`src/rtl/lsu_pkg.sv`:
```
// Shared load/store encodings, the store-buffer entry layout and the store byte-enable helper.
`timescale 1ns/1ps
package lsu_pkg;

  localparam logic [2:0] F3_B  = 3'b000;
  localparam logic [2:0] F3_H  = 3'b001;
  localparam logic [2:0] F3_W  = 3'b010;
  localparam logic [2:0] F3_BU = 3'b100;
  localparam logic [2:0] F3_HU = 3'b101;

  localparam int WORD_ADDR_W = 30;
  localparam int BE_W        = 4;
  localparam int WORD_W      = 32;

  typedef struct packed {
    logic [WORD_ADDR_W-1:0] word_addr;
    logic [BE_W-1:0]        be;
    logic [WORD_W-1:0]      data;
  } sb_entry_t;

  // Zero mask means the store is misaligned or its funct3 is not a store width.
  function automatic logic [3:0] be_for(input logic [2:0] funct3, input logic [1:0] offset);
    logic [3:0] be;
    be = 4'b0000;
    case (funct3)
      F3_B:    be = 4'b0001 << offset;
      F3_H:    be = offset[0] ? 4'b0000 : (4'b0011 << offset);
      F3_W:    be = (offset == 2'b00) ? 4'b1111 : 4'b0000;
      default: be = 4'b0000;
    endcase
    return be;
  endfunction

endpackage

```
`src/rtl/lsu_align.sv`:
```
// Combinational store lane alignment and load byte/half extraction with sign/zero extension.
`timescale 1ns/1ps
module lsu_align
  import lsu_pkg::*;
(
  input  logic [2:0]  st_funct3,
  input  logic [1:0]  st_offset,
  input  logic [31:0] st_data,
  output logic [3:0]  st_be,
  output logic [31:0] st_lane_data,
  output logic        st_bad,
  input  logic [2:0]  ld_funct3,
  input  logic [1:0]  ld_offset,
  input  logic [31:0] ld_word,
  output logic [3:0]  ld_lanes,
  output logic [31:0] ld_result
);

  logic [7:0]  ld_byte;
  logic [15:0] ld_half;

  always_comb begin
    st_be  = be_for(st_funct3, st_offset);
    st_bad = (st_be == 4'b0000);
    case (st_funct3)
      F3_B:    st_lane_data = {4{st_data[7:0]}};
      F3_H:    st_lane_data = {2{st_data[15:0]}};
      default: st_lane_data = st_data;
    endcase
  end

  // Halves are taken from the aligned half containing the offset; misalignment is not checked.
  always_comb begin
    ld_byte   = ld_word[8*ld_offset +: 8];
    ld_half   = ld_offset[1] ? ld_word[31:16] : ld_word[15:0];
    ld_lanes  = 4'b1111;
    ld_result = ld_word;
    case (ld_funct3)
      F3_B: begin
        ld_lanes  = 4'b0001 << ld_offset;
        ld_result = {{24{ld_byte[7]}}, ld_byte};
      end
      F3_BU: begin
        ld_lanes  = 4'b0001 << ld_offset;
        ld_result = {24'h000000, ld_byte};
      end
      F3_H: begin
        ld_lanes  = ld_offset[1] ? 4'b1100 : 4'b0011;
        ld_result = {{16{ld_half[15]}}, ld_half};
      end
      F3_HU: begin
        ld_lanes  = ld_offset[1] ? 4'b1100 : 4'b0011;
        ld_result = {16'h0000, ld_half};
      end
      default: ;
    endcase
  end

endmodule

```
`src/rtl/lsu_store_buffer.sv`:
```
// Store FIFO with one-per-cycle drain, load/drain port arbitration and load extension.
// Define LSU_STB_FWD_EN to forward pending store bytes to loads instead of stalling on overlap.
`timescale 1ns/1ps
module lsu_store_buffer
  import lsu_pkg::*;
#(
  parameter int DATA_WIDTH = 32,
  parameter int ADDR_WIDTH = 32,
  parameter int DEPTH      = 4
) (
  input  logic                  clk,
  input  logic                  reset,
  input  logic                  st_valid,
  output logic                  st_ready,
  input  logic [ADDR_WIDTH-1:0] st_addr,
  input  logic [DATA_WIDTH-1:0] st_data,
  input  logic [2:0]            st_funct3,
  output logic                  st_err,
  input  logic                  ld_valid,
  input  logic [ADDR_WIDTH-1:0] ld_addr,
  input  logic [2:0]            ld_funct3,
  output logic [DATA_WIDTH-1:0] ld_data,
  output logic                  ld_stall,
  output logic [ADDR_WIDTH-1:0] mem_addr,
  output logic                  mem_wr_en,
  output logic [DATA_WIDTH-1:0] mem_wdata,
  output logic [3:0]            mem_be,
  input  logic [DATA_WIDTH-1:0] mem_rd_data,
  output logic                  sb_empty
);

  localparam int PTR_W = $clog2(DEPTH);
  localparam logic [PTR_W:0] FULL_CNT = (PTR_W+1)'(DEPTH);

  sb_entry_t        entry_q [DEPTH];
  sb_entry_t        entry_d [DEPTH];
  logic [DEPTH-1:0] valid_q, valid_d;
  logic [PTR_W-1:0] wr_ptr_q, wr_ptr_d;
  logic [PTR_W-1:0] rd_ptr_q, rd_ptr_d;
  logic [PTR_W:0]   count_q, count_d;
  logic             st_err_q, st_err_d;

  logic [3:0]  st_be;
  logic [31:0] st_lane_data;
  logic        st_bad;
  logic [3:0]  ld_lanes;
  logic [31:0] ld_word;
  logic        full, empty, push, drain, ld_grant;
  sb_entry_t   head;

  lsu_align u_align (
    .st_funct3    (st_funct3),
    .st_offset    (st_addr[1:0]),
    .st_data      (st_data),
    .st_be        (st_be),
    .st_lane_data (st_lane_data),
    .st_bad       (st_bad),
    .ld_funct3    (ld_funct3),
    .ld_offset    (ld_addr[1:0]),
    .ld_word      (ld_word),
    .ld_lanes     (ld_lanes),
    .ld_result    (ld_data)
  );

  assign full     = (count_q == FULL_CNT);
  assign empty    = (count_q == '0);
  assign st_ready = !full;
  assign st_err   = st_err_q;
  assign sb_empty = empty;
  assign head     = entry_q[rd_ptr_q];
  assign push     = st_valid && !full && !st_bad;

`ifdef LSU_STB_FWD_EN
  logic [31:0]      fwd_word;
  logic [PTR_W-1:0] fwd_idx;

  // Walk from head (oldest) to tail so the newest matching store wins each lane.
  always_comb begin
    fwd_word = mem_rd_data;
    fwd_idx  = rd_ptr_q;
    for (int k = 0; k < DEPTH; k++) begin
      fwd_idx = rd_ptr_q + PTR_W'(k);
      if (valid_q[fwd_idx] && (entry_q[fwd_idx].word_addr == ld_addr[ADDR_WIDTH-1:2]) &&
          ((entry_q[fwd_idx].be & ld_lanes) != 4'b0000)) begin
        for (int b = 0; b < 4; b++) begin
          if (entry_q[fwd_idx].be[b]) fwd_word[8*b +: 8] = entry_q[fwd_idx].data[8*b +: 8];
        end
      end
    end
  end

  assign ld_word  = fwd_word;
  assign ld_stall = ld_valid && full;
`else
  logic ld_hit;

  always_comb begin
    ld_hit = 1'b0;
    for (int i = 0; i < DEPTH; i++) begin
      if (valid_q[i] && (entry_q[i].word_addr == ld_addr[ADDR_WIDTH-1:2]) &&
          ((entry_q[i].be & ld_lanes) != 4'b0000)) ld_hit = 1'b1;
    end
  end

  assign ld_word  = mem_rd_data;
  assign ld_stall = ld_valid && (full || ld_hit);
`endif

  // A full buffer stalls the load, which hands the port to the drain and avoids starvation.
  assign ld_grant  = ld_valid && !ld_stall;
  assign drain     = !reset && !empty && !ld_grant;
  assign mem_wr_en = drain;
  assign mem_be    = drain ? head.be : 4'b0000;
  assign mem_wdata = drain ? head.data : '0;
  assign mem_addr  = drain ? {head.word_addr, 2'b00} : {ld_addr[ADDR_WIDTH-1:2], 2'b00};

  always_comb begin
    entry_d  = entry_q;
    valid_d  = valid_q;
    wr_ptr_d = wr_ptr_q;
    rd_ptr_d = rd_ptr_q;
    st_err_d = st_valid && !full && st_bad;
    if (push) begin
      entry_d[wr_ptr_q] = '{word_addr: st_addr[ADDR_WIDTH-1:2], be: st_be, data: st_lane_data};
      valid_d[wr_ptr_q] = 1'b1;
      wr_ptr_d          = wr_ptr_q + 1'b1;
    end
    if (drain) begin
      valid_d[rd_ptr_q] = 1'b0;
      rd_ptr_d          = rd_ptr_q + 1'b1;
    end
    count_d = count_q + (PTR_W+1)'(push) - (PTR_W+1)'(drain);
  end

  always_ff @(posedge clk) begin
    if (reset) begin
      valid_q  <= '0;
      wr_ptr_q <= '0;
      rd_ptr_q <= '0;
      count_q  <= '0;
      st_err_q <= 1'b0;
    end else begin
      valid_q  <= valid_d;
      wr_ptr_q <= wr_ptr_d;
      rd_ptr_q <= rd_ptr_d;
      count_q  <= count_d;
      st_err_q <= st_err_d;
    end
  end

  always_ff @(posedge clk) begin
    entry_q <= entry_d;
  end

endmodule

```
`config.mk`:
```
export PLATFORM = sky130hd
export DESIGN_NAME = lsu_store_buffer
export DESIGN_NICKNAME = d
export VERILOG_FILES = /design/src/rtl/lsu_pkg.sv /design/src/rtl/lsu_align.sv /design/src/rtl/lsu_store_buffer.sv
export SDC_FILE = /design/constraint.sdc
export NUM_CORES = 1
export LEC_CHECK = 0
export CAP_MARGIN = 20
export CORE_ASPECT_RATIO = 1.75
export CORE_MARGIN = 5
export CORE_UTILIZATION = 59
export CTS_BUF_LIST = sky130_fd_sc_hd__clkbuf_8
export CTS_CLUSTER_SIZE = 25
export DETAILED_ROUTE_END_ITERATION = 10
export PLACE_DENSITY_LB_ADDON = 0.08
export SLEW_MARGIN = 25
export SYNTH_ARGS = -nofsm -noshare
export SYNTH_HDL_FRONTEND = slang
export SYNTH_HIERARCHICAL = 1
export SYNTH_SLANG_ARGS = --single-unit
```
`constraint.sdc`:
```
create_clock -name clk -period 14.65 [get_ports clk]
set_input_delay 2.93 -clock clk [delete_from_list [all_inputs] [get_ports clk]]
set_output_delay 2.93 -clock clk [all_outputs]
set_load 0.03 [all_outputs]
```
==> reports/qor_table.md <==
| Quantity | Value | Unit |
| --- | --- | --- |
| Kind of critical path | in2out | - |
| Number of placed I/O pins | 243 | - |
| Number of antenna violations at the first check in global routing | 2 | - |
| Post-CTS Resized | 0 | - |
| Highest ir drop seen on vdd | 0.000108 | V |
| Top-area cell type share of the netlist area | 58.0 | % |
| Cells after synthesis | 891 | - |
| Number of global-route vias before repair | 8710 | - |
| Capture instance of the worst register-to-register path | count_q[2] | - |
| CTS Root Cell | clkbuf_8 | - |
| Number of cells traversed by the worst register-to-register path | 15 | - |
| # Post-CTS Setup Buffers | 0 | - |
| Power Density | 124 | nW/um^2 |
| Starting Density | 59.9 | % |
| Capture endpoint of the worst hold path | valid_q[3] | - |
| Buffering stage count on the worst path with inverters included | 3 | - |
| Leading cell type by number of instances after synthesis | edfxtp_1 | - |
| Final max-slew violation count | 0 | - |
| Grt total ovfl | 0 | - |
| DIE HEIGHT | 211 | um |
| Die W | 125 | um |
| Cell type with the highest aggregate area in the netlist | edfxtp_1 | - |
| Most frequently used flop master after synthesis | edfxtp_1 | - |
| Hold Path Depth | 2 | - |
| Clock insertion delay at the later pin of the skew report | 0.53 | ns |
| WL/cell | 23.9 | um |
| Mean post-synth cell area | 15.3 | um^2 |
| Compound-Gate Fraction of Synth Area | 3.93 | % |
| Leakage power | 5.62 | nW |
| Count of warnings emitted by yosys | 6 | - |
| Path category of the worst min-delay check | reg2reg | - |
| Post-DP HPWL | 24.1 | mm |
| Final ANT Viol Nets | 0 | - |
| Delay of the slowest cell on the worst path | 0.78 | ns |
| Startpoint of the tightest hold check path | valid_q[3] | - |
| Initial DRT Pass Iterations | 7 | - |
| Synth Area in Adders | 1.06 | % |
| Final worst-path cycle share | 71.2 | % |
| R2r startpoint | entry_q[127] | - |
| CTS HTree Levels | 2 | - |
| Maxcap violations | 0 | - |
| Number of failing hold endpoints at the final stage | 0 | - |
| Largest driver fanout on the critical path | 67 | - |
| Fraction of layout cells with a size suffix above 1 | 16.2 | % |
| Total Nets Final | 1249 | - |
| Detailed Route Iter0 Violations | 710 | - |
| Largest net degree at the start of global routing | 68 | - |
| Register clock-pin slew on the reported worst setup and hold paths | 0.06 | ns |
| Data required time of the critical path | 11.72 | ns |
| Final GP Congestion | 0.852 | - |
| Cell area after synthesis | 13700 | um^2 |
| Number of remaining DRC errors | 0 | - |
| Hold buffer count at CTS | 0 | - |
| Area growth from synthesis to final layout | 23.0 | % |
| Number of buffers added on ports | 240 | - |
| Min Tclk post-route | 10.43 | ns |
| Number of buffers inserted during clock tree synthesis | 38 | - |
| CP endpoint kind | output port | - |
| Reg-to-reg setup timing slack | 10.35 | ns |
| Data arrival time of the critical path | 7.50 | ns |
| Result of the run | complete, no violations | - |
| Deepest clock path buffer count | 3 | - |
| List of cells traversed by the critical path | clkdlybuf4s50_1, nor2b_2, nor2_1, nor2_1, inv_1, a22o_1, a221oi_1, or4_1, o31a_1, and2_4, a211o_4, mux2_4, clkdlybuf4s50_1 | - |
| First-pass GRT wire length | 51.4 | mm |
| Share of the core filled with cells | 73.6 | % |
| Total Neg Setup Slack | 0 | ns |
| Main combinational cell family by area after synthesis | multiplexers | - |
| Cell with the largest stage delay on the worst path | a211o_4 | - |
| Final clock skew | 0.0264 | ns |
| Count of endpoints failing setup in the final report | 0 | - |
| Leading cell types by count after synthesis | 264 x edfxtp_1, 91 x xnor2_1, 66 x mux4_2 | - |
| Share of the synthesized netlist area taken by xor and xnor gates | 7.94 | % |
| Cell family with the largest share of critical-path delay | buffers and inverters | - |
| Clock Sink Count | 276 | - |
| CTS tree | built | - |
| Total via count after detailed routing | 8325 | - |
| FF+latch count, synth | 276 | - |
| Core Region | 22800 | um^2 |
| Total detailed-routing wirelength | 34.2 | mm |
| Slew @ Worst Pin | 0.968 | ns |
| Startpoint type of the worst setup path | input port | - |
| Simple-gate share of the synthesized area | 7.38 | % |
| Number of distinct standard cells referenced by the synthesized netlist | 58 | - |
| Setup repair after global routing missed its margin | false | - |
| Dominant cells by area after synthesis | edfxtp_1 58%, mux4_2 11%, xnor2_1 5.8% | - |
| Relative slew slack | 33.8 | % |
| Number of vias per cell after detailed routing | 5.83 | - |
| Number of cell rows | 73 | - |
| Number of enable flip-flop cells after synthesis | 264 | - |
| GRT Util Overall | 25.6 | % |
| Overall power of the completed layout | 2.09 | mW |
| Die area | 26400 | um^2 |
| Highest Clock Rate | 95.9 | MHz |
| Asr flop ratio synth | 0 | % |
| Multiplexer fraction of the synthesized cell area | 16.6 | % |
| Fraction of the yosys area taken by sequential cells | 59.7 | % |
-- stage by stage --
step | std cells | instance area [um^2] | worst slack (ns) | hold slack, ns
final | 1429 | 16800 | 4.22 | 0.507
after global routing | 1429 | 16800 | 3.98 | 0.546
after CTS | 1428 | 16800 | 4.19 | 0.506
after detailed placement | 1360 | 16100 | 4.19 | 0.500
after global placement | 1360 | 16100 | 4.32 | 0.492
after floorplan | 892 | 13700 | 5.87 | 0.478
-- worst register-to-register path: cells and delay by family, from the launching register on --
family	cells	cell delay, ns
fa+ha+maj	3	0.77
buf+inv	3	0.35
xor+xnor	3	0.59
simple gates	4	0.96
compound gates	2	1.08
flops	1	0.40
-- power by group --
group | total (mW) | switching (mW) | internal, mW
Clock | 0.550 | 0.274 | 0.276
Sequential | 0.914 | 0.0261 | 0.888
Combinational | 0.622 | 0.312 | 0.310
Total | 2.09 | 0.612 | 1.47
-- state kept, by name, indices dropped and copies added (netlist names) --
register / cells
rd_ptr_q: 2
st_err: 1
entry_q: 264
count_q: 3
valid_q: 4
wr_ptr_q: 2
-- cells in the final DEF, fill, tap and decap left out, types with 4 or more instances in the layout --
cell type        instances
mux4_2                  66
o21ai_0                  5
nor2b_1                 42
a221o_1                  8
ha_1                    10
edfxtp_1               264
dfxtp_1                 10
inv_1                   25
clkdlybuf4s50_1        240
nand2b_1                10
mux2_4                  31
nor3_1                   4
nand4_1                 24
a21o_1                   4
a211oi_1                 5
buf_4                    7
xnor2_1                 91
mux2i_1                 12
a2bb2oi_1                4
and2_2                   4
nor4_1                  11
clkinv_1                 8
nor2_1                  27
xor2_1                  33
a221oi_1                 4
nand2_1                 51
o22a_1                   4
clkbuf_8                41
mux2_2                  17
a21oi_1                 22
-- logic make-up (layout without fill, tap and decap cells) --
| group | after synthesis | after routing |
|---|---|---|
| DFF | 276 | 276 |
| and+or+nand+nor | 189 | 189 |
| muxes | 126 | 126 |
| xor gates and xnor gates | 124 | 124 |
| buffers and inverters | 91 | 327 |
| AOI/OAI and AO/OA | 73 | 73 |
| adders and majority gates | 11 | 11 |
| other | 1 | 3 |
-- layer usage --
| layer | part of all wire, % | vias to the layer above | track usage, % |
|---|---|---|---|
| li1 | - | 3783 | - |
| met1 | 36 | 4161 | 29.9 |
| met2 | 54 | 315 | 46.6 |
| met3 | 5.6 | 66 | 4.22 |
| met4 | 4.3 | 0 | 11.2 |
| met5 | 0 | - | 0 |
-- area by class of cell --
class,count,area [um^2]
sequential,276,8170
timing repair buffer,248,2470
tap,300,375
antenna,1,2.50
inverter,11,41.3
clock inverter,27,135
clock buffer,41,564
multi-input combinational,525,5060
fill,1581,6020
-- worst max-delay path by stage --
stage | from | to | slack [ns] | cells after the start
6_report | ld_funct3[0] | mem_addr[12] | 4.22 | 13
5_1_grt | ld_funct3[0] | mem_addr[12] | 3.98 | 13
4_1_cts | ld_funct3[0] | mem_addr[12] | 4.19 | 13
3_5_place_dp | ld_funct3[0] | mem_addr[12] | 4.19 | 13
3_3_place_gp | ld_funct3[0] | mem_addr[3] | 4.32 | 13
2_1_floorplan | ld_funct3[0] | mem_wdata[10] | 5.87 | 13
Power figures use the tool's default switching activity.
